==> config.mk <==
export PLATFORM = sky130hd
export DESIGN_NAME = terminal_writer_flat
export DESIGN_NICKNAME = d
export VERILOG_FILES = /design/src/rtl/term_pkg.sv /design/src/rtl/terminal_writer_if.sv /design/src/rtl/term_bus_cycle.sv /design/src/rtl/terminal_writer.sv /design/src/flat_wrapper.sv
export SDC_FILE = /design/constraint.sdc
export NUM_CORES = 1
export LEC_CHECK = 0
export CORE_ASPECT_RATIO = 0.6
export CORE_UTILIZATION = 29
export CTS_CLUSTER_DIAMETER = 60
export DETAILED_ROUTE_END_ITERATION = 7
export SYNTH_ARGS = -nofsm -noshare
export SYNTH_HDL_FRONTEND = slang
export SYNTH_SLANG_ARGS = --single-unit
==> constraint.sdc <==
create_clock -name clock -period 5.16 [get_ports clock]
set_input_delay 0.516 -clock clock [delete_from_list [all_inputs] [get_ports clock]]
set_output_delay 0.516 -clock clock [all_outputs]
set_load 0.01 [all_outputs]
==> src/rtl/term_pkg.sv <==
`default_nettype none
// ============================================================================
//  Module      : term_pkg
//  Description : Shared types and constants for the terminal writer: top
//                state enum, bus phase enum, control codes and default
//                display/bus timing values.
//                Optional feature macro: TERM_SCROLL_EN (adds scroll states).
//  Revision    : 1.0 - initial release
// ============================================================================
package term_pkg;

    // Top-level writer states; the scroll states exist only when scrolling
    // is built in.
    typedef enum logic [2:0] {
        CLEAR     = 3'd0,
        READY     = 3'd1,
        PUTC      = 3'd2
`ifdef TERM_SCROLL_EN
        ,
        SCROLL_RD = 3'd3,
        SCROLL_WR = 3'd4,
        CLR_LINE  = 3'd5
`endif
    } term_state_t;

    // Phases of one external frame-buffer access.
    typedef enum logic [1:0] {
        IDLE   = 2'd0,
        SETUP  = 2'd1,
        STROBE = 2'd2,
        HOLD   = 2'd3
    } bus_phase_t;

    // Control codes recognised by the writer.
    localparam logic [7:0] CH_CR    = 8'h0D;
    localparam logic [7:0] CH_LF    = 8'h0A;
    localparam logic [7:0] CH_BS    = 8'h08;
    localparam logic [7:0] CH_FF    = 8'h0C;
    localparam logic [7:0] CH_SPACE = 8'h20;

    // Default geometry and bus timing.
    localparam int DEF_DISP_W     = 80;
    localparam int DEF_DISP_H     = 25;
    localparam int DEF_SETUP_CYC  = 2;
    localparam int DEF_STROBE_CYC = 8;
    localparam int DEF_HOLD_CYC   = 4;

    // Largest of three phase lengths, used to size the phase counter.
    function automatic int max3(input int a, input int b, input int c);
        int m;
        m = (a > b) ? a : b;
        return (m > c) ? m : c;
    endfunction

endpackage
`default_nettype wire

==> src/rtl/terminal_writer_if.sv <==
`default_nettype none
// ============================================================================
//  Module      : terminal_writer_if
//  Description : Character input handshake, frame-buffer bus and cursor
//                status of the terminal writer. The master modport is the
//                writer; the slave modport is the character source / memory.
//                Optional feature macro: TERM_SCROLL_EN (no effect here).
//  Revision    : 1.0 - initial release
// ============================================================================
interface terminal_writer_if
    import term_pkg::*;
#(
    parameter int DISP_W = DEF_DISP_W,
    parameter int DISP_H = DEF_DISP_H
);
    localparam int ADDR_W = $clog2(DISP_W * DISP_H);
    localparam int COL_W  = $clog2(DISP_W);
    localparam int ROW_W  = $clog2(DISP_H);

    logic [7:0]        char_in;
    logic              char_valid;
    logic              char_ready;
    logic [ADDR_W-1:0] address;
    logic [7:0]        data_out;
    logic              data_oe;
    logic [7:0]        data_in;
    logic              cs_n;
    logic              we_n;
    logic              oe_n;
    logic [COL_W-1:0]  cursor_col;
    logic [ROW_W-1:0]  cursor_row;
    logic              busy;

    modport master (
        input  char_in, char_valid, data_in,
        output char_ready, address, data_out, data_oe, cs_n, we_n, oe_n,
               cursor_col, cursor_row, busy
    );

    modport slave (
        output char_in, char_valid, data_in,
        input  char_ready, address, data_out, data_oe, cs_n, we_n, oe_n,
               cursor_col, cursor_row, busy
    );
endinterface
`default_nettype wire

==> src/rtl/term_bus_cycle.sv <==
`default_nettype none
// ============================================================================
//  Module      : term_bus_cycle
//  Description : Sequencer for one frame-buffer access:
//                IDLE -> SETUP -> STROBE -> HOLD -> IDLE. Address, data and
//                drive enable are latched on acceptance and held through HOLD.
//                A new request is taken in IDLE or on the final HOLD clock,
//                so back-to-back accesses run without a gap.
//                Optional feature macro: TERM_SCROLL_EN (no effect here).
//  Revision    : 1.0 - initial release
// ============================================================================
module term_bus_cycle
    import term_pkg::*;
#(
    parameter int ADDR_W     = 11,
    parameter int SETUP_CYC  = DEF_SETUP_CYC,
    parameter int STROBE_CYC = DEF_STROBE_CYC,
    parameter int HOLD_CYC   = DEF_HOLD_CYC
) (
    input  logic              clock,
    input  logic              reset,
    input  logic              start,
    input  logic              is_write,
    input  logic [ADDR_W-1:0] addr,
    input  logic [7:0]        wdata,
    output logic              done,
    output logic [7:0]        rdata,
    output logic [ADDR_W-1:0] address,
    output logic [7:0]        data_out,
    output logic              data_oe,
    output logic              cs_n,
    output logic              we_n,
    output logic              oe_n,
    input  logic [7:0]        data_in
);
    localparam int CNT_W = $clog2(max3(SETUP_CYC, STROBE_CYC, HOLD_CYC) + 1);
    localparam logic [CNT_W-1:0] SETUP_LAST  = CNT_W'(SETUP_CYC - 1);
    localparam logic [CNT_W-1:0] STROBE_LAST = CNT_W'(STROBE_CYC - 1);
    localparam logic [CNT_W-1:0] HOLD_LAST   = CNT_W'(HOLD_CYC - 1);

    bus_phase_t        phase, phase_nx;
    logic [CNT_W-1:0]  cnt, cnt_nx;
    logic              wr, wr_nx;
    logic              accept;
    logic [ADDR_W-1:0] address_nx;
    logic [7:0]        data_out_nx;
    logic              data_oe_nx;
    logic [7:0]        rdata_nx;

    // Phase register and latched access attributes.
    always_ff @(posedge clock) begin
        if (reset) begin
            phase    <= IDLE;
            cnt      <= '0;
            wr       <= 1'b0;
            address  <= '0;
            data_out <= '0;
            data_oe  <= 1'b0;
            rdata    <= '0;
        end else begin
            phase    <= phase_nx;
            cnt      <= cnt_nx;
            wr       <= wr_nx;
            address  <= address_nx;
            data_out <= data_out_nx;
            data_oe  <= data_oe_nx;
            rdata    <= rdata_nx;
        end
    end

    // Phase sequencing, read sampling and request acceptance.
    always_comb begin
        phase_nx    = phase;
        cnt_nx      = cnt + 1'b1;
        wr_nx       = wr;
        address_nx  = address;
        data_out_nx = data_out;
        data_oe_nx  = data_oe;
        rdata_nx    = rdata;
        done        = 1'b0;
        accept      = 1'b0;
        case (phase)
            IDLE: begin
                cnt_nx = '0;
                accept = start;
            end
            SETUP: begin
                if (cnt == SETUP_LAST) begin
                    phase_nx = STROBE;
                    cnt_nx   = '0;
                end
            end
            STROBE: begin
                if (cnt == STROBE_LAST) begin
                    phase_nx = HOLD;
                    cnt_nx   = '0;
                    if (!wr) rdata_nx = data_in;
                end
            end
            HOLD: begin
                if (cnt == HOLD_LAST) begin
                    done       = 1'b1;
                    phase_nx   = IDLE;
                    cnt_nx     = '0;
                    data_oe_nx = 1'b0;
                    accept     = start;
                end
            end
            default: phase_nx = IDLE;
        endcase
        if (accept) begin
            phase_nx    = SETUP;
            cnt_nx      = '0;
            wr_nx       = is_write;
            address_nx  = addr;
            data_out_nx = wdata;
            data_oe_nx  = is_write;
        end
    end

    assign cs_n = (phase != STROBE);
    assign we_n = !((phase == STROBE) && wr);
    assign oe_n = !((phase == STROBE) && !wr);

endmodule
`default_nettype wire

==> src/rtl/terminal_writer.sv <==
`default_nettype none
// ============================================================================
//  Module      : terminal_writer
//  Description : Character terminal front end. Accepts character codes,
//                interprets CR/LF/BS/FF, writes printable codes into an
//                external frame buffer and clears the screen after reset.
//                Optional feature macro: TERM_SCROLL_EN - newline on the last
//                row scrolls the screen up instead of wrapping to row 0.
//  Revision    : 1.0 - initial release
// ============================================================================
module terminal_writer
    import term_pkg::*;
#(
    parameter int DISP_W     = DEF_DISP_W,
    parameter int DISP_H     = DEF_DISP_H,
    parameter int SETUP_CYC  = DEF_SETUP_CYC,
    parameter int STROBE_CYC = DEF_STROBE_CYC,
    parameter int HOLD_CYC   = DEF_HOLD_CYC
) (
    input  logic              clock,
    input  logic              reset,
    terminal_writer_if.master term
);
    localparam int ADDR_W = $clog2(DISP_W * DISP_H);
    localparam int COL_W  = $clog2(DISP_W);
    localparam int ROW_W  = $clog2(DISP_H);

    localparam logic [ADDR_W-1:0] W_STEP    = ADDR_W'(DISP_W);
    localparam logic [ADDR_W-1:0] LAST_ADDR = ADDR_W'(DISP_W * DISP_H - 1);
    localparam logic [COL_W-1:0]  LAST_COL  = COL_W'(DISP_W - 1);
    localparam logic [ROW_W-1:0]  LAST_ROW  = ROW_W'(DISP_H - 1);
`ifdef TERM_SCROLL_EN
    // Last destination cell of the row move; the last row is blanked after.
    localparam logic [ADDR_W-1:0] MOVE_LAST = ADDR_W'((DISP_H - 1) * DISP_W - 1);
`endif

    term_state_t       state, state_nx;
    logic [COL_W-1:0]  col, col_nx;
    logic [ROW_W-1:0]  row, row_nx;
    logic [ADDR_W-1:0] row_base, row_base_nx;   // row * DISP_W, kept by add/sub
    logic [ADDR_W-1:0] ptr, ptr_nx;             // cell pointer for clear/scroll
    logic [7:0]        ch, ch_nx;               // character being written
    logic              newline;

    logic              bus_start;
    logic              bus_write;
    logic [ADDR_W-1:0] bus_addr;
    logic [7:0]        bus_wdata;
    logic              bus_done;
    logic [7:0]        bus_rdata;

    // State and cursor registers; reset starts a full-screen clear.
    always_ff @(posedge clock) begin
        if (reset) begin
            state    <= CLEAR;
            col      <= '0;
            row      <= '0;
            row_base <= '0;
            ptr      <= '0;
            ch       <= '0;
        end else begin
            state    <= state_nx;
            col      <= col_nx;
            row      <= row_nx;
            row_base <= row_base_nx;
            ptr      <= ptr_nx;
            ch       <= ch_nx;
        end
    end

    // Next-state, cursor movement and newline handling.
    always_comb begin
        state_nx    = state;
        col_nx      = col;
        row_nx      = row;
        row_base_nx = row_base;
        ptr_nx      = ptr;
        ch_nx       = ch;
        newline     = 1'b0;
        case (state)
            CLEAR: begin
                if (bus_done) begin
                    if (ptr == LAST_ADDR) state_nx = READY;
                    else                  ptr_nx   = ptr + 1'b1;
                end
            end
            READY: begin
                if (term.char_valid) begin
                    case (term.char_in)
                        CH_CR: col_nx = '0;
                        CH_LF: begin
                            col_nx  = '0;
                            newline = 1'b1;
                        end
                        CH_BS: if (col != '0) col_nx = col - 1'b1;
                        CH_FF: begin
                            state_nx    = CLEAR;
                            col_nx      = '0;
                            row_nx      = '0;
                            row_base_nx = '0;
                            ptr_nx      = '0;
                        end
                        default: begin
                            ch_nx    = term.char_in;
                            state_nx = PUTC;
                        end
                    endcase
                end
            end
            PUTC: begin
                if (bus_done) begin
                    state_nx = READY;
                    if (col == LAST_COL) begin
                        col_nx  = '0;
                        newline = 1'b1;
                    end else begin
                        col_nx = col + 1'b1;
                    end
                end
            end
`ifdef TERM_SCROLL_EN
            SCROLL_RD: begin
                if (bus_done) state_nx = SCROLL_WR;
            end
            SCROLL_WR: begin
                if (bus_done) begin
                    ptr_nx   = ptr + 1'b1;
                    state_nx = (ptr == MOVE_LAST) ? CLR_LINE : SCROLL_RD;
                end
            end
            CLR_LINE: begin
                if (bus_done) begin
                    if (ptr == LAST_ADDR) state_nx = READY;
                    else                  ptr_nx   = ptr + 1'b1;
                end
            end
`endif
            default: state_nx = CLEAR;
        endcase
        if (newline) begin
            if (row != LAST_ROW) begin
                row_nx      = row + 1'b1;
                row_base_nx = row_base + W_STEP;
            end else begin
`ifdef TERM_SCROLL_EN
                state_nx = SCROLL_RD;
                ptr_nx   = '0;
`else
                row_nx      = '0;
                row_base_nx = '0;
`endif
            end
        end
    end

    // Bus request for the state being entered, so the sequencer can latch
    // the next access on the same clock the current one completes.
    always_comb begin
        bus_start = 1'b0;
        bus_write = 1'b1;
        bus_addr  = ptr_nx;
        bus_wdata = CH_SPACE;
        case (state_nx)
            CLEAR: bus_start = 1'b1;
            PUTC: begin
                bus_start = 1'b1;
                bus_addr  = row_base_nx + ADDR_W'(col_nx);
                bus_wdata = ch_nx;
            end
`ifdef TERM_SCROLL_EN
            SCROLL_RD: begin
                bus_start = 1'b1;
                bus_write = 1'b0;
                bus_addr  = ptr_nx + W_STEP;
            end
            SCROLL_WR: begin
                bus_start = 1'b1;
                bus_wdata = bus_rdata;
            end
            CLR_LINE: bus_start = 1'b1;
`endif
            default: bus_start = 1'b0;
        endcase
    end

    term_bus_cycle #(
        .ADDR_W     (ADDR_W),
        .SETUP_CYC  (SETUP_CYC),
        .STROBE_CYC (STROBE_CYC),
        .HOLD_CYC   (HOLD_CYC)
    ) u_bus (
        .clock    (clock),
        .reset    (reset),
        .start    (bus_start),
        .is_write (bus_write),
        .addr     (bus_addr),
        .wdata    (bus_wdata),
        .done     (bus_done),
        .rdata    (bus_rdata),
        .address  (term.address),
        .data_out (term.data_out),
        .data_oe  (term.data_oe),
        .cs_n     (term.cs_n),
        .we_n     (term.we_n),
        .oe_n     (term.oe_n),
        .data_in  (term.data_in)
    );

    assign term.char_ready = (state == READY);
    assign term.busy       = (state != READY);
    assign term.cursor_col = col;
    assign term.cursor_row = row;

endmodule
`default_nettype wire

==> src/flat_wrapper.sv <==
// flat-port wrapper written by rule: the top's interface ports become plain ports
module terminal_writer_flat import term_pkg::*;
#(
    parameter int DISP_W     = DEF_DISP_W,
    parameter int DISP_H     = DEF_DISP_H,
    parameter int SETUP_CYC  = DEF_SETUP_CYC,
    parameter int STROBE_CYC = DEF_STROBE_CYC,
    parameter int HOLD_CYC   = DEF_HOLD_CYC
)
  (clock, reset, term_char_in, term_char_valid, term_data_in, term_char_ready, term_address, term_data_out, term_data_oe, term_cs_n, term_we_n, term_oe_n, term_cursor_col, term_cursor_row, term_busy);
  terminal_writer_if #(.DISP_W(DISP_W), .DISP_H(DISP_H)) term_i ();
  input  logic clock;
  input  logic reset;
  input wire logic [$bits(term_i.char_in)-1:0] term_char_in;
  input wire logic [$bits(term_i.char_valid)-1:0] term_char_valid;
  input wire logic [$bits(term_i.data_in)-1:0] term_data_in;
  output wire logic [$bits(term_i.char_ready)-1:0] term_char_ready;
  output wire logic [$bits(term_i.address)-1:0] term_address;
  output wire logic [$bits(term_i.data_out)-1:0] term_data_out;
  output wire logic [$bits(term_i.data_oe)-1:0] term_data_oe;
  output wire logic [$bits(term_i.cs_n)-1:0] term_cs_n;
  output wire logic [$bits(term_i.we_n)-1:0] term_we_n;
  output wire logic [$bits(term_i.oe_n)-1:0] term_oe_n;
  output wire logic [$bits(term_i.cursor_col)-1:0] term_cursor_col;
  output wire logic [$bits(term_i.cursor_row)-1:0] term_cursor_row;
  output wire logic [$bits(term_i.busy)-1:0] term_busy;
  assign term_i.char_in = term_char_in;
  assign term_i.char_valid = term_char_valid;
  assign term_i.data_in = term_data_in;
  assign term_char_ready = term_i.char_ready;
  assign term_address = term_i.address;
  assign term_data_out = term_i.data_out;
  assign term_data_oe = term_i.data_oe;
  assign term_cs_n = term_i.cs_n;
  assign term_we_n = term_i.we_n;
  assign term_oe_n = term_i.oe_n;
  assign term_cursor_col = term_i.cursor_col;
  assign term_cursor_row = term_i.cursor_row;
  assign term_busy = term_i.busy;
  terminal_writer #(.DISP_W(DISP_W), .DISP_H(DISP_H), .SETUP_CYC(SETUP_CYC), .STROBE_CYC(STROBE_CYC), .HOLD_CYC(HOLD_CYC)) u_core (.clock(clock), .reset(reset), .term(term_i));
endmodule
After elaboration in Yosys (flattened, before gate mapping)
Index checks and enable logic that the tools add are counted.

Register bits after elaboration: 72. Bits in latches: 0. Bits in writable memories: 0. ROM bits: 0. Input bits: 19. Output and inout port bits: 37. Memories kept: 0.

Add/sub/neg operators: 7. $mul: 0. Divide/modulo/power cells: 0. Magnitude comparators: 0. Equal/unequal tests: 24. Shift-type cells: 0. Muxes and demuxes: 54. Bitwise gates (word level): 0. Reductions and logical operators: 25.

Operators by type and width (count): $mux 11 (10); $eq 8x4->1 const B (4); $mux 8 (4); $mux 7 (4); $pmux 7 s2 (2); $mux 5 (5); $pmux 11 s2 (1); $pmux 4 s4 (1); $mux 1 (12); $mux 3 (4); $mux 4 (3); $add 11x1->11 const B (1); $add 11x7->11 (1); $add 11x7->11 const B (1); $eq 11x11->1 const B (1); $reduce_bool 2->1 (5); $ne 3x3->1 const B (3); $pmux 3 s3 (1); $ne 2x2->1 const B (4); $reduce_and 4->1 (2); $add 7x1->7 const B (1); $eq 7x7->1 const B (1); $reduce_bool 7->1 (1); $sub 7x1->7 const B (1); other kinds (26) (37).

Logic depth before layout (Yosys ltp)
Word-level depth: 12. Mapped depth: 18.

By module
A second synthesis with hierarchy kept.

Cells, all modules: 569. Area total of the unflattened synthesis: 4585.6 sq um.

By module, submodules not included: terminal_writer (instances 1, cells each 408, area an instance 3131.8 sq um); term_bus_cycle (instances 1, cells each 161, area an instance 1453.9 sq um).

Worst setup path before layout
No wires, ideal clock.

Path kind: input -> register. Start: input port term_char_in[0]. End: register u_core.u_bus.address[10]. Library setup time: 0.101 ns. Arrival: 3.762 ns. Data required time: 5.059 ns. Setup slack: 1.297 ns. Stages: 15. Cells stage by stage: clkbuf_1 or3b_2 a211oi_1 a21o_1 a21o_1 nor2_1 o31a_1 or2_2 ha_1 a21oi_1 nor2b_1 o311a_1 o211ai_1 xnor2_1 o41ai_1.

RTL lines: start: declaration (line flat_wrapper.sv:14) `input wire logic [$bits(term_i.char_in)-1:0] term_char_in;`; $eq 8x4->1 (line terminal_writer.sv:89) `case (term.char_in)`; $reduce_or 3->1 (no line); $pmux 7 s2 (*) (line terminal_writer.sv:89); $mux 7 (*) (line terminal_writer.sv:88) `if (term.char_valid) begin`; $pmux 7 s2 (*) (line terminal_writer.sv:80) `case (state)`; named net u_core.col_nx[3] (line terminal_writer.sv:38) `logic [COL_W-1:0] col, col_nx;`; $add 11x7->11 (*) (line terminal_writer.sv:167) `bus_addr = row_base_nx + ADDR_W'(col_nx);`; $mux 11 (*) (line terminal_writer.sv:163) `case (state_nx)`; end signal: assignment (line term_bus_cycle.sv:64) `address <= address_nx;`; end: declaration (line term_bus_cycle.sv:28) `output logic [ADDR_W-1:0] address,`.

The timed path passes the listed nets; every way through them passes the cells marked *. A chain may end at the register's enable or synchronous reset.

Worst setup path after layout
Start: register u_core.state[0]. End: register u_core.u_bus.address[10].

RTL lines: start: declaration (line terminal_writer.sv:37) `term_state_t state, state_nx;`; start signal: assignment (line terminal_writer.sv:62) `state <= state_nx;`; $eq 3x2->1 or $eq 3x1->1 (tied branches) (line terminal_writer.sv:80); $pmux 1 s2 or $mux 11 (tied branches) (line terminal_writer.sv:80); $mux 11 (*) (line terminal_writer.sv:140) `if (newline) begin`; named net u_core.row_base_nx[0] (line terminal_writer.sv:40) `logic [ADDR_W-1:0] row_base, row_base_nx;`; $add 11x7->11 (*) (line terminal_writer.sv:167); $mux 11 (*) (line terminal_writer.sv:163).

Marked as above.

==> results.py <==
metrics = {
    "outcome": {
        "outcome": "complete, no violations",
    },
    "grt": {
        "antenna_found_initial": 0,
        "grt_use_total_pct": 17.6,
        "grt_pass1_wl_mm": 20.3,
        "grt_max_degree": 30,
        "grt_pass1_vias": 3933,
        "grt_overflow": 0,
    },
    "drt": {
        "drt_iter0_drc": 457,
        "drc_errors": 0,
        "via_per_inst": 5.41,
        "ant_nets": 0,
        "drtPass1Iterations": 6,
        "vias": 3990,
        "wl_per_cell_um": 16.6,
        "wirelength_mm": 12.2,
    },
    "synthesis": {
        "synth_top_flop_cell": "dfxtp_1",
        "synthesis.area_mm2": 0.00417,
        "yosys.cell_types.count": 73,
        "synth_fp_nets": 545,
        "ys_seq_elements": 72,
        "synthMuxAreaShare_pct": 3.42,
        "yosys.area_share.simple_pct": 26.1,
        "synth_edf_count": 0,
        "synth_top_family_by_area": "simple AND/OR/NAND/NOR gates",
        "synth_xor_area_share_pct": 2.94,
        "ys_seq_area_share_pct": 34.6,
        "synth_fa_ha_area_share_pct": 6.79,
        "synthArstFlopShare_pct": 0,
        "synth_area_per_cell_um2": 8.27,
        "synth_compound_area_share_pct": 22.1,
        "netlist_instances": 504,
        "ys_warn_count": 0,
    },
    "timing": {
        "final-hold-violation-count": 0,
        "setup_viol": 0,
        "rsz0062_at_grt": "no",
        "period_minus_slack_ps": 4460,
        "slew_headroom_pct": 34.2,
        "drv_slew": 0,
        "timing.hold.ws_ps": 464,
        "tightest_slew_ps": 980,
        "max_freq_mhz": 224,
        "skew_ps": 5.31,
        "setup_tns_ps": 0,
        "period_share_pct": 86.5,
    },
    "placement": {
        "portBuffers": 47,
        "place_congestion": 0.893,
        "placedCellCount": 722,
        "hpwl_mm": 8.88,
    },
    "finish": {
        "num_antenna_cells": 0,
        "fin_cells": 737,
        "final_common_cell": "dfxtp_1",
        "nNetsFinal": 582,
        "final_cell_mix": "dfxtp_1 (72), nor2_1 (54), clkdlybuf4s50_1 (47)",
        "post_route_cells_drive_above_1_share_pct": 5.87,
        "syn2layout_area_growth_pct": 22.1,
    },
    "critical_path": {
        "worstSetupPathType": "flip-flop to flip-flop",
        "path_max_fanout": 10,
        "start_kind": "flip-flop",
        "r2r_cells": 16,
        "r2r_start": "u_core.state[0]",
        "r2r_end": "u_core.u_bus.address[10]",
        "cp.required_ps": 5400,
        "end_kind": "flip-flop",
        "r2r_slack_ps": 700,
        "arrival_ps": 4700,
    },
    "cts": {
        "hold_buffers": 0,
        "cts_buffers": 9,
        "h-tree-depth": 3,
        "postCtsSetupBuffers": 0,
        "cts_root_buffer": "clkbuf_16",
        "clk_pin_slew_ps": 60,
        "cts_sinks": 72,
        "cts_buffer_depth": 2,
        "cts_resized": 0,
        "clk_latency_ps": 340,
        "cts_tree": "done",
    },
    "floorplanning": {
        "die_w_um": 157,
        "core_mm2": 0.0138,
        "pin_count": 56,
        "start_util_pct": 30.1,
        "die_h_um": 94.8,
        "dieArea_mm2": 0.0149,
        "rows": 33,
    },
    "worst_hold_path": {
        "hp-start": "u_core.u_bus.address[7]",
        "min_path_cells": 2,
        "holdCritPathClass": "flip-flop to flip-flop",
        "holdPathEnd": "u_core.u_bus.address[7]",
    },
    "power": {
        "cellLeakagePower_uw": 0.00196,
        "cellPowerDensity_mw_per_mm2": 283,
        "irDropWorstVdd_v": 0.000169,
    },
    "flow_run": {
        "max_cap_violations": 0,
    },
}
## sequential cells by signal (all words and copies together), names as in the netlist
name and flops:
u_core.ptr 11, u_core.row_base 11, u_core.u_bus.address 11, u_core.ch 8
u_core.u_bus.data_out 8, u_core.term.cursor_col 7, u_core.term.cursor_row 5, u_core.u_bus.cnt 4
u_core.state 3, u_core.u_bus.phase 2, u_core.u_bus.data_oe 1, u_core.u_bus.wr 1
## cells in the mapped netlist (all sizes together), types with 4 or more instances
master	n	area share (%)
nor2	54	4.9
nand2b	5	0.75
nor3b	5	0.90
a21oi	27	3.5
o21ai	20	2.4
xnor2	9	1.9
dfxtp	72	35
nand4	6	1.1
a22o	9	1.9
and3	10	1.5
a211oi	4	0.72
nand3	21	2.5
o211ai	10	1.8
inv	17	1.5
a22oi	4	0.72
or3	5	0.75
nand2	40	3.6
and2	24	3.6
a31oi	9	1.4
nor3	14	1.8
ha	21	6.3
clkbuf	23	2.1
xor2	5	1.1
mux2i	12	2.9
a21o	10	1.8
## worst max-delay path, cell delays in order, from the launching register on
cell,delay [ps]
dfxtp_1,470
inv_1,170
or3_1,460
inv_2,210
nand4_2,310
nand3_1,330
nand2_1,210
and2_1,220
ha_1,220
fa_1,420
a21o_1,180
a21oi_1,210
nor2b_1,90
o311a_1,320
o211ai_1,200
xnor2_1,110
o41ai_1,220
## where the power goes
group,total [uW],leakage [uW],switching [uW],internal [uW]
clock,582,0.000130,248,335
combinational,255,0.00125,160,94.8
sequential,602,0.000582,19.5,583
total,1440,0.00196,427,1010
## metal layers
metal | vias up | part of all wire, % | global-route usage (%) | wire (um)
li1 | 1917 | - | - | -
met1 | 1901 | 50 | 24.5 | 6100
met2 | 148 | 42 | 26.9 | 5190
met3 | 24 | 5.9 | 3.81 | 725
met4 | 0 | 1.7 | 5.88 | 209
met5 | - | 0 | 0 | 0
## how the worst max path moves through the flow
stage,from,to,cells after the start
4_1_cts,u_core.state[0],u_core.u_bus.address[10],16
5_1_grt,u_core.state[0],u_core.u_bus.address[8],16
6_report,u_core.state[0],u_core.u_bus.address[10],16
3_5_place_dp,term_char_in[2],u_core.u_bus.address[10],15
2_1_floorplan,term_char_in[0],u_core.u_bus.address[10],15
3_3_place_gp,term_char_in[2],u_core.u_bus.address[10],15
## per-stage QoR
stage          total power [uW]  util, %  cell area, um2  setup WS [ps]
3_5_place_dp                869     34.8            4810            526
6_report                   1440     36.8            5090            698
4_1_cts                    1450     36.8            5090            771
5_1_grt                    1500     36.8            5090            342
2_1_floorplan               771        -            4170           1300
3_3_place_gp                863     34.8            4810            532
## cell type report
type	instances	area, um2
multi-input combinational	389	2560
inverter	17	63.8
timing repair buffer	52	508
clock inverter	5	33.8
tap	192	240
clock buffer	10	239
sequential	72	1440
fill	1386	8750
## cell families after synthesis
| family | count (synthesis) |
|---|---|
| muxes | 14 |
| and+or+nand+nor | 208 |
| xor gates and xnor gates | 14 |
| buffers and inverters | 43 |
| AOI/OAI and AO/OA | 130 |
| other | 1 |
| adders and majority gates | 22 |
| DFF | 72 |
Power figures use the tool's default switching activity.
